--- src/rtl/rv32_pkg.sv ---
// Shared RV32 pipeline definitions used by the fetch stage.
//   XLEN / INST_W : address and instruction widths
//   NOP           : canonical bubble (addi x0, x0, 0)
//   fetchEntry_t  : one buffered fetch result {pc, inst}
//   alignWord     : clears the byte-offset bits of an address
package rv32_pkg;
    localparam int XLEN   = 32;
    localparam int INST_W = 32;
    localparam logic [INST_W-1:0] NOP = 32'h0000_0013;

    typedef struct packed {
        logic [XLEN-1:0]   pc;
        logic [INST_W-1:0] inst;
    } fetchEntry_t;

    function automatic logic [XLEN-1:0] alignWord(input logic [XLEN-1:0] addr);
        return addr & ~XLEN'(3);
    endfunction
endpackage

--- src/rtl/ifetch_fifo.sv ---
// Instruction buffer between imem responses and decode.
// DEPTH entries of {pc, inst}; all outputs come straight from flops, so a
// push is visible at the head one cycle later.
//   clk, rst_n     : clock, synchronous active-low reset
//   flush          : drop every entry (wins over push/pop)
//   push, pushData : write one entry (caller guarantees space)
//   pop            : retire the head entry (ignored when empty)
//   headValid      : head entry holds data
//   headData       : head entry
//   count          : entries held, 0..DEPTH
module ifetch_fifo
    import rv32_pkg::*;
#(
    parameter int DEPTH = 2
) (
    input  logic                         clk,
    input  logic                         rst_n,
    input  logic                         flush,
    input  logic                         push,
    input  fetchEntry_t                  pushData,
    input  logic                         pop,
    output logic                         headValid,
    output fetchEntry_t                  headData,
    output logic [$clog2(DEPTH):0]       count
);
    localparam int PW = $clog2(DEPTH);
    localparam int CW = PW + 1;

    fetchEntry_t    mem [DEPTH];
    logic [PW-1:0]  rdPtr;
    logic [PW-1:0]  wrPtr;
    logic           doPop;

    assign doPop = pop && (count != '0);

    always_ff @(posedge clk) begin
        if (!rst_n || flush) begin
            rdPtr <= '0;
            wrPtr <= '0;
            count <= '0;
        end else begin
            if (push)  wrPtr <= wrPtr + PW'(1);
            if (doPop) rdPtr <= rdPtr + PW'(1);
            case ({push, doPop})
                2'b10:   count <= count + CW'(1);
                2'b01:   count <= count - CW'(1);
                default: ;
            endcase
        end
    end

    // Storage needs no reset; validity is carried entirely by count.
    always_ff @(posedge clk) begin
        if (push) mem[wrPtr] <= pushData;
    end

    assign headValid = (count != '0);
    assign headData  = mem[rdPtr];
endmodule

--- src/rtl/ifetch_unit.sv ---
// RV32 instruction fetch stage: owns the PC, issues word fetches on a
// valid/ready channel, buffers in-order responses and hands them to decode.
// A redirect flushes the buffer and discards responses still in flight.
//   clk, rst_n                  : clock, synchronous active-low reset
//   pcSel, alu_target           : redirect request and target
//   stall                       : decode cannot take inst this cycle
//   imem_req_valid/ready/addr   : fetch request channel
//   imem_rsp_valid/data         : in-order fetch responses (no back-pressure)
//   inst_valid, inst, inst_pc   : instruction to decode (NOP when invalid)
module ifetch_unit
    import rv32_pkg::*;
#(
    parameter logic [XLEN-1:0] RESET_PC = 32'h0000_0000,
    parameter int              DEPTH    = 2
) (
    input  logic              clk,
    input  logic              rst_n,
    input  logic              pcSel,
    input  logic [XLEN-1:0]   alu_target,
    input  logic              stall,
    output logic              imem_req_valid,
    input  logic              imem_req_ready,
    output logic [XLEN-1:0]   imem_req_addr,
    input  logic              imem_rsp_valid,
    input  logic [INST_W-1:0] imem_rsp_data,
    output logic              inst_valid,
    output logic [INST_W-1:0] inst,
    output logic [XLEN-1:0]   inst_pc
);
    localparam int CW = $clog2(DEPTH) + 1;
    localparam logic [CW:0] DEPTH_SUM = (CW+1)'(DEPTH);

    logic [XLEN-1:0] pc;
    logic [XLEN-1:0] rspPc;        // PC of the next response that will be kept
    logic [XLEN-1:0] target;
    logic [CW-1:0]   outstanding;
    logic [CW-1:0]   outstandingNext;
    logic [CW-1:0]   dropCnt;
    logic [CW-1:0]   count;
    logic            reqAccept;
    logic            rspKeep;
    logic            rspDrop;
    logic            push;
    logic            pop;
    logic            headValid;
    fetchEntry_t     headData;
    fetchEntry_t     pushData;

    assign target = alignWord(alu_target);

    // Every request in flight owns a buffer slot, so a response can always be pushed.
    // rst_n gating keeps the request channel quiet while held in reset.
    assign imem_req_valid = rst_n && (({1'b0, outstanding} + {1'b0, count}) < DEPTH_SUM);
    assign imem_req_addr  = pc;

    assign reqAccept       = imem_req_valid && imem_req_ready;
    assign rspDrop         = imem_rsp_valid && (dropCnt != '0);
    assign rspKeep         = imem_rsp_valid && (dropCnt == '0);
    assign outstandingNext = outstanding + CW'(reqAccept) - CW'(imem_rsp_valid);

    assign push     = rspKeep && !pcSel;
    assign pop      = headValid && !stall && !pcSel;
    assign pushData = '{pc: rspPc, inst: imem_rsp_data};

    always_ff @(posedge clk) begin
        if (!rst_n) begin
            pc          <= RESET_PC;
            rspPc       <= RESET_PC;
            outstanding <= '0;
            dropCnt     <= '0;
        end else begin
            outstanding <= outstandingNext;
            if (pcSel) begin
                // Everything still in flight after this cycle, including a
                // request accepted right now at the old pc, is wrong-path.
                pc      <= target;
                rspPc   <= target;
                dropCnt <= outstandingNext;
            end else begin
                if (reqAccept) pc      <= pc + XLEN'(4);
                if (rspKeep)   rspPc   <= rspPc + XLEN'(4);
                if (rspDrop)   dropCnt <= dropCnt - CW'(1);
            end
        end
    end

    ifetch_fifo #(.DEPTH(DEPTH)) u_fifo (
        .clk       (clk),
        .rst_n     (rst_n),
        .flush     (pcSel),
        .push      (push),
        .pushData  (pushData),
        .pop       (pop),
        .headValid (headValid),
        .headData  (headData),
        .count     (count)
    );

    assign inst_valid = headValid;
    assign inst       = headValid ? headData.inst : NOP;
    assign inst_pc    = headValid ? headData.pc   : rspPc;
endmodule

--- config.mk ---
export PLATFORM = sky130hd
export DESIGN_NAME = ifetch_unit
export DESIGN_NICKNAME = d
export VERILOG_FILES = /design/src/rtl/rv32_pkg.sv /design/src/rtl/ifetch_fifo.sv /design/src/rtl/ifetch_unit.sv
export SDC_FILE = /design/constraint.sdc
export NUM_CORES = 1
export LEC_CHECK = 0
export CORE_MARGIN = 1
export CORE_UTILIZATION = 56
export DETAILED_ROUTE_END_ITERATION = 7
export GPL_TIMING_DRIVEN = 0
export PLACE_DENSITY = 0.88
export SETUP_SLACK_MARGIN = 0.15
export SYNTH_ARGS = -nofsm -noshare
export SYNTH_HDL_FRONTEND = slang
export SYNTH_SLANG_ARGS = --single-unit
--- constraint.sdc ---
create_clock -name clk -period 9.4 [get_ports clk]
set_input_delay 1.88 -clock clk [delete_from_list [all_inputs] [get_ports clk]]
set_output_delay 1.88 -clock clk [all_outputs]
set_load 0.005 [all_outputs]
# Yosys cells after proc, flatten, opt, wreduce, memory -nomap -nowiden
# Memories as Yosys holds them, arrays and structs flattened. A register that Yosys moved wholly into a read port is not among the register bits.
# Cells that the tools add are included.
[totals]
reg_bits = 72
latch_bits = 0
ramBits = 128
romBits = 0
input_bits = 70
out_inout_bits = 98
elab_cells = 57
mem_count = 1
[op_classes]
n_addsub = 10
n_mul = 0
div_mod_pow = 0
n_lt_le_gt_ge = 1
eq_ne = 2
n_shift = 0
muxes = 13
bitwise = 1
n_reduce_logical = 20
[mem_list]
columns = ["name", "depth", "width", "read_ports", "rd_clocked_by_memory_dff", "write_ports", "line_no", "source"]
rows = [
  ["u_fifo.mem", 2, 64, 1, 1, 1, "ifetch_fifo.sv:29", "fetchEntry_t mem [DEPTH];"],
]
[op_table]
columns = ["operator", "count"]
rows = [
  ["two-way mux 32 bit", 6],
  ["adder 32 x 3 -> 32 bit, second input constant", 2],
  ["nonzero test 2 bit", 6],
  ["logical AND 1 bit", 8],
  ["two-way mux 1 bit", 4],
  ["two-way mux 2 bit", 2],
  ["case mux 2 bit (2 select lines)", 1],
  ["subtractor 2 x 1 -> 2 bit, second input constant", 2],
  ["adder 2 x 2 -> 3 bit", 1],
  ["logical NOT 1 bit", 3],
  ["less-than comparator 3 x 2 -> 1 bit, second input constant", 1],
  ["adder 1 bit, second input constant", 2],
  ["adder 2 x 1 -> 2 bit", 1],
  ["adder 2 x 1 -> 2 bit, second input constant", 1],
  ["== test 2 x 1 -> 1 bit, second input constant", 1],
  ["== test 2 bit, second input constant", 1],
  ["logical NOT 2 bit", 1],
  ["OR reduction 2 bit", 1],
  ["subtractor 2 x 1 -> 2 bit", 1],
  ["logical OR 1 bit", 1],
  ["inverter 1 bit", 1],
]

# Depth between registers and ports, before layout
[logic_depth]
depth_word = 7
ltp_mapped = 11
mapped_depth_nobuf = 10

# Modules after synthesis
# From an unflattened synthesis, not the netlist that was laid out.
[hier_totals]
hier_cells = 731
area_unflattened_um2 = 9036.2
[by_module_without_submodules]
columns = ["module", "instances", "cells_each", "area_each_um2", "seq_area_each_um2"]
rows = [
  ["ifetch_fifo", 1, 222, 4827.1, 3943.8],
  ["ifetch_unit", 1, 509, 4209.0, 1281.2],
]

# Least setup slack after synthesis
# No wires, ideal clock.
[synth_timing]
path_kind = "input to register"
start = "input pcSel"
end = "memory u_fifo.mem[0][0] (netlist name), enable pin"
setup_ns = 0.484
t_arrival_ns = 5.094
t_required_ns = 8.916
path_slack_ns = 3.823
stages = 5
path_buffers = 2
path_cell_list = "clkbuf_1 -> inv_1 -> clkbuf_1 -> nand2_1 -> nor2_1"
[synth_between]
elab_chain_len = 4
[synth_lines]
columns = ["element", "line_no", "source"]
rows = [
  ["start: declaration", "ifetch_unit.sv:18", "input logic pcSel,"],
  ["logical NOT 1 bit", "ifetch_unit.sv:61", "assign push = rspKeep && !pcSel;"],
  ["logical AND 1 bit", "ifetch_unit.sv:61", ""],
  ["two-way mux 1 bit", "ifetch_fifo.sv:54", "if (push) mem[wrPtr] <= pushData;"],
  ["two-way mux 1 bit (implied by the code)", "ifetch_fifo.sv:54", ""],
  ["end: declaration", "ifetch_fifo.sv:29", ""],
]
# No other way between the ends.

# Worst setup path after layout
[layout_timing]
start = "input rst_n"
end = "output imem_req_valid"
[layout_between]
elab_chain_len = 1
[layout_lines]
columns = ["element", "line_no", "source"]
rows = [
  ["start: declaration", "ifetch_unit.sv:17", "input logic rst_n,"],
  ["logical AND 1 bit", "ifetch_unit.sv:53", "assign imem_req_valid = rst_n && (({1'b0, outstanding} + {1'b0, count}) < DEPTH_SUM);"],
  ["end: declaration", "ifetch_unit.sv:21", "output logic imem_req_valid,"],
]
# No other way between the ends.

==> metrics.txt <==
Clk Latency, worst-skew pair=~0.43 ns; antenna violations before repair=0; worst-margin pin slew=1.18 ns; first-pass GRT wire length=between 30000 and 40000 um; fill count=roughly 1k; Final Max Tran Viols=0; placed cell count=roughly 1.1k; CTS tree=yes; Arr. time, crit path=3.33 ns; vias in the first global route=slightly below 7k; MaxCap Viol Count=0; Hold WS=approximately 0.46 ns; Max Root-Sink Buffers=2; Tightest Hold Check Type=reg -> reg; DR WL/cell=19.6 um; relative slew slack=0.204; outcome=complete, no violations; Post-DP HPWL=15300 um; RSZ-0062 raised after global routing=false; Async SR Flop Fraction=0; Hold Buf Count CTS=0; Critical Setup Path Class=in -> out; clk_skew=around 0.0065 ns; Critical Path Fanout Max=10; Post-synth EDFFs=roughly 120; root buf cell=clkbuf_16; fmax=roughly 190 MHz; die width=roughly 130 um; clk sinks=roughly 190; cts bufs inserted=17; # rows=44; Total GRT Usage=0.286; CP top delay family=buffers and inverters; CP Cell Sequence=buf_2 -> clkbuf_1 -> nor3b_1 -> clkdlybuf4s50_1; routability cong.=0.936; CP Launch Type=input port; top-count cell post-synth=edfxtp_1; synth warn=0; Initial DRT Pass Iterations=5; DR vias=between 6k and 7k; gr ovfl total=0; io pins=168; CTS resizes=0; Detail Route Antenna Nets=0; capturing element type of the critical path=output port; maximum vdd ir drop=~0.15 mV; IO buf count=159; layout cell share with drive strength beyond 1=0.0511; Main synth FF type=edfxtp_1; Worst-path clk slew=roughly 0.07 ns; Via density=roughly 6; H-tree depth=4; Die Area=0.0159 mm2; # diodes=0; Final #Nets=1023; Setup Buffers After CTS=0; final wirelength=22400 um; share of the clock period used by the worst path=0.555; Post-Layout Inst Area=0.0111 mm2; most frequent cells after synthesis=edfxtp_1 (124), dfxtp_1 (69), o21ai_0 (69); post-synthesis cell area=0.00862 mm2; final setup vio count=0; crit path buf inv count=3; count of cell types in the netlist=53; fin util=0.751; P_leak=0.00355 uW; Worst Path Required=about 7.5 ns; Sequential Area=about 0.0051 mm2; area of the multi-input gates=roughly 0.0033 mm2; final hold vios=0; initial core utilization=0.584; Die Height=roughly 130 um; Synth area leader=edfxtp_1; dpl cell area=roughly 0.011 mm2; slowest stage cell, crit path=clkdlybuf4s50_1; top post-synthesis cells by area=edfxtp_1 (43%), dfxtp_1 (16%), mux2i_1 (7.2%); Mean Syn Cell Area=11.3 um2; largest net degree at the start of global routing=63; Cell Pwr Density=177 mW/mm2; sequential share of the synthesized area=0.592; Area growth syn-to-layout=28.6%; register bit total from synthesis=approximately 190; final cell count without fillers=~1.1k; Setup Total Neg Slack=0 ns; Initial DRC Count=690; DRC=0; top-area cell type share of the netlist area=0.432; Final min period=approximately 5.2 ns; core area=about 0.015 mm2; Cells after Synth=763; Worst path max stage delay=around 0.55 ns
stage by stage:
step                total power, uW  setup slack [ns]
CTS                            1970              4.23
detailed placement             1270              4.25
floorplan                      1130              3.82
global placement               1260              1.67
global route                   2030              4.13
finish                         1960              4.19
report_power, final:
part           leakage, uW  switching, uW  internal [uW]  total (uW)
clock network     0.000278            300            404         705
registers          0.00171           43.6            958        1000
logic              0.00156            129            130         259
total              0.00355            473           1490        1960
final timing paths:
kind,startpoint,slack (ns),end,cells after the start
setup / recovery,rst_n,4.19,imem_req_valid,4
hold / removal,rspPc[20],0.46,u_fifo.mem[1][52],0
setup reg to reg,u_fifo.count[0],6.35,dropCnt[1],11
hold reg to reg,rspPc[20],0.46,u_fifo.mem[1][52],0
cells in the final DEF (no fill, tap or decap), types with 15 or more instances in the layout:
cell type,count
nand4_1,19
nor2_1,46
xnor2_1,15
mux2i_1,62
edfxtp_1,124
dfxtp_1,69
a21oi_1,31
clkdlybuf4s50_1,159
o21ai_0,69
nand2_1,67
clkbuf_1,41
a31oi_1,18
or4_1,17
clkbuf_16,17
registers in the layout (all words and copies together) (netlist names), named ones only:
register	flops
u_fifo.wrPtr	1
rspPc	30
imem_req_addr	30
u_fifo.rdPtr	1
dropCnt	2
u_fifo.count	2
outstanding	2
u_fifo.mem	124
worst register-to-register path, delay by kind of cell, from the launching register on:
family          cells  cell delay [ns]
simple gates        3             0.62
flops               1             0.44
compound gates      1             0.23
xor+xnor            1             0.22
fa+ha+maj           3             0.94
buf+inv             3             0.51
area by class of cell:
class / count / share of cell area
plain buffers: 51 / 0.0195
well taps: 184 / 0.0208
inverters: 13 / 0.00440
flip-flops and latches: 193 / 0.461
clock buffers: 22 / 0.0419
repair buffers: 161 / 0.147
multi-input cells: 509 / 0.296
clock inverters: 10 / 0.0100
kinds of logic after synthesis:
group,count (synthesis),share of synthesized area
XOR/XNOR,27,0.0274
adder cells (fa/ha/maj),7,0.0110
flip-flops,193,0.592
AO/OA/AOI/OAI,159,0.109
buffers and inverters,64,0.0308
AND/OR/NAND/NOR,250,0.157
other,1,0.000435
multiplexers,62,0.0720
per-layer routing:
| metal | track usage | part of all wire |
|---|---|---|
| met1 | 0.370 | 0.42 |
| met2 | 0.474 | 0.48 |
| met3 | 0.0531 | 0.076 |
| met4 | 0.118 | 0.023 |
| met5 | 0 | 0 |
No activity file was read; power rests on OpenSTA's default activity.
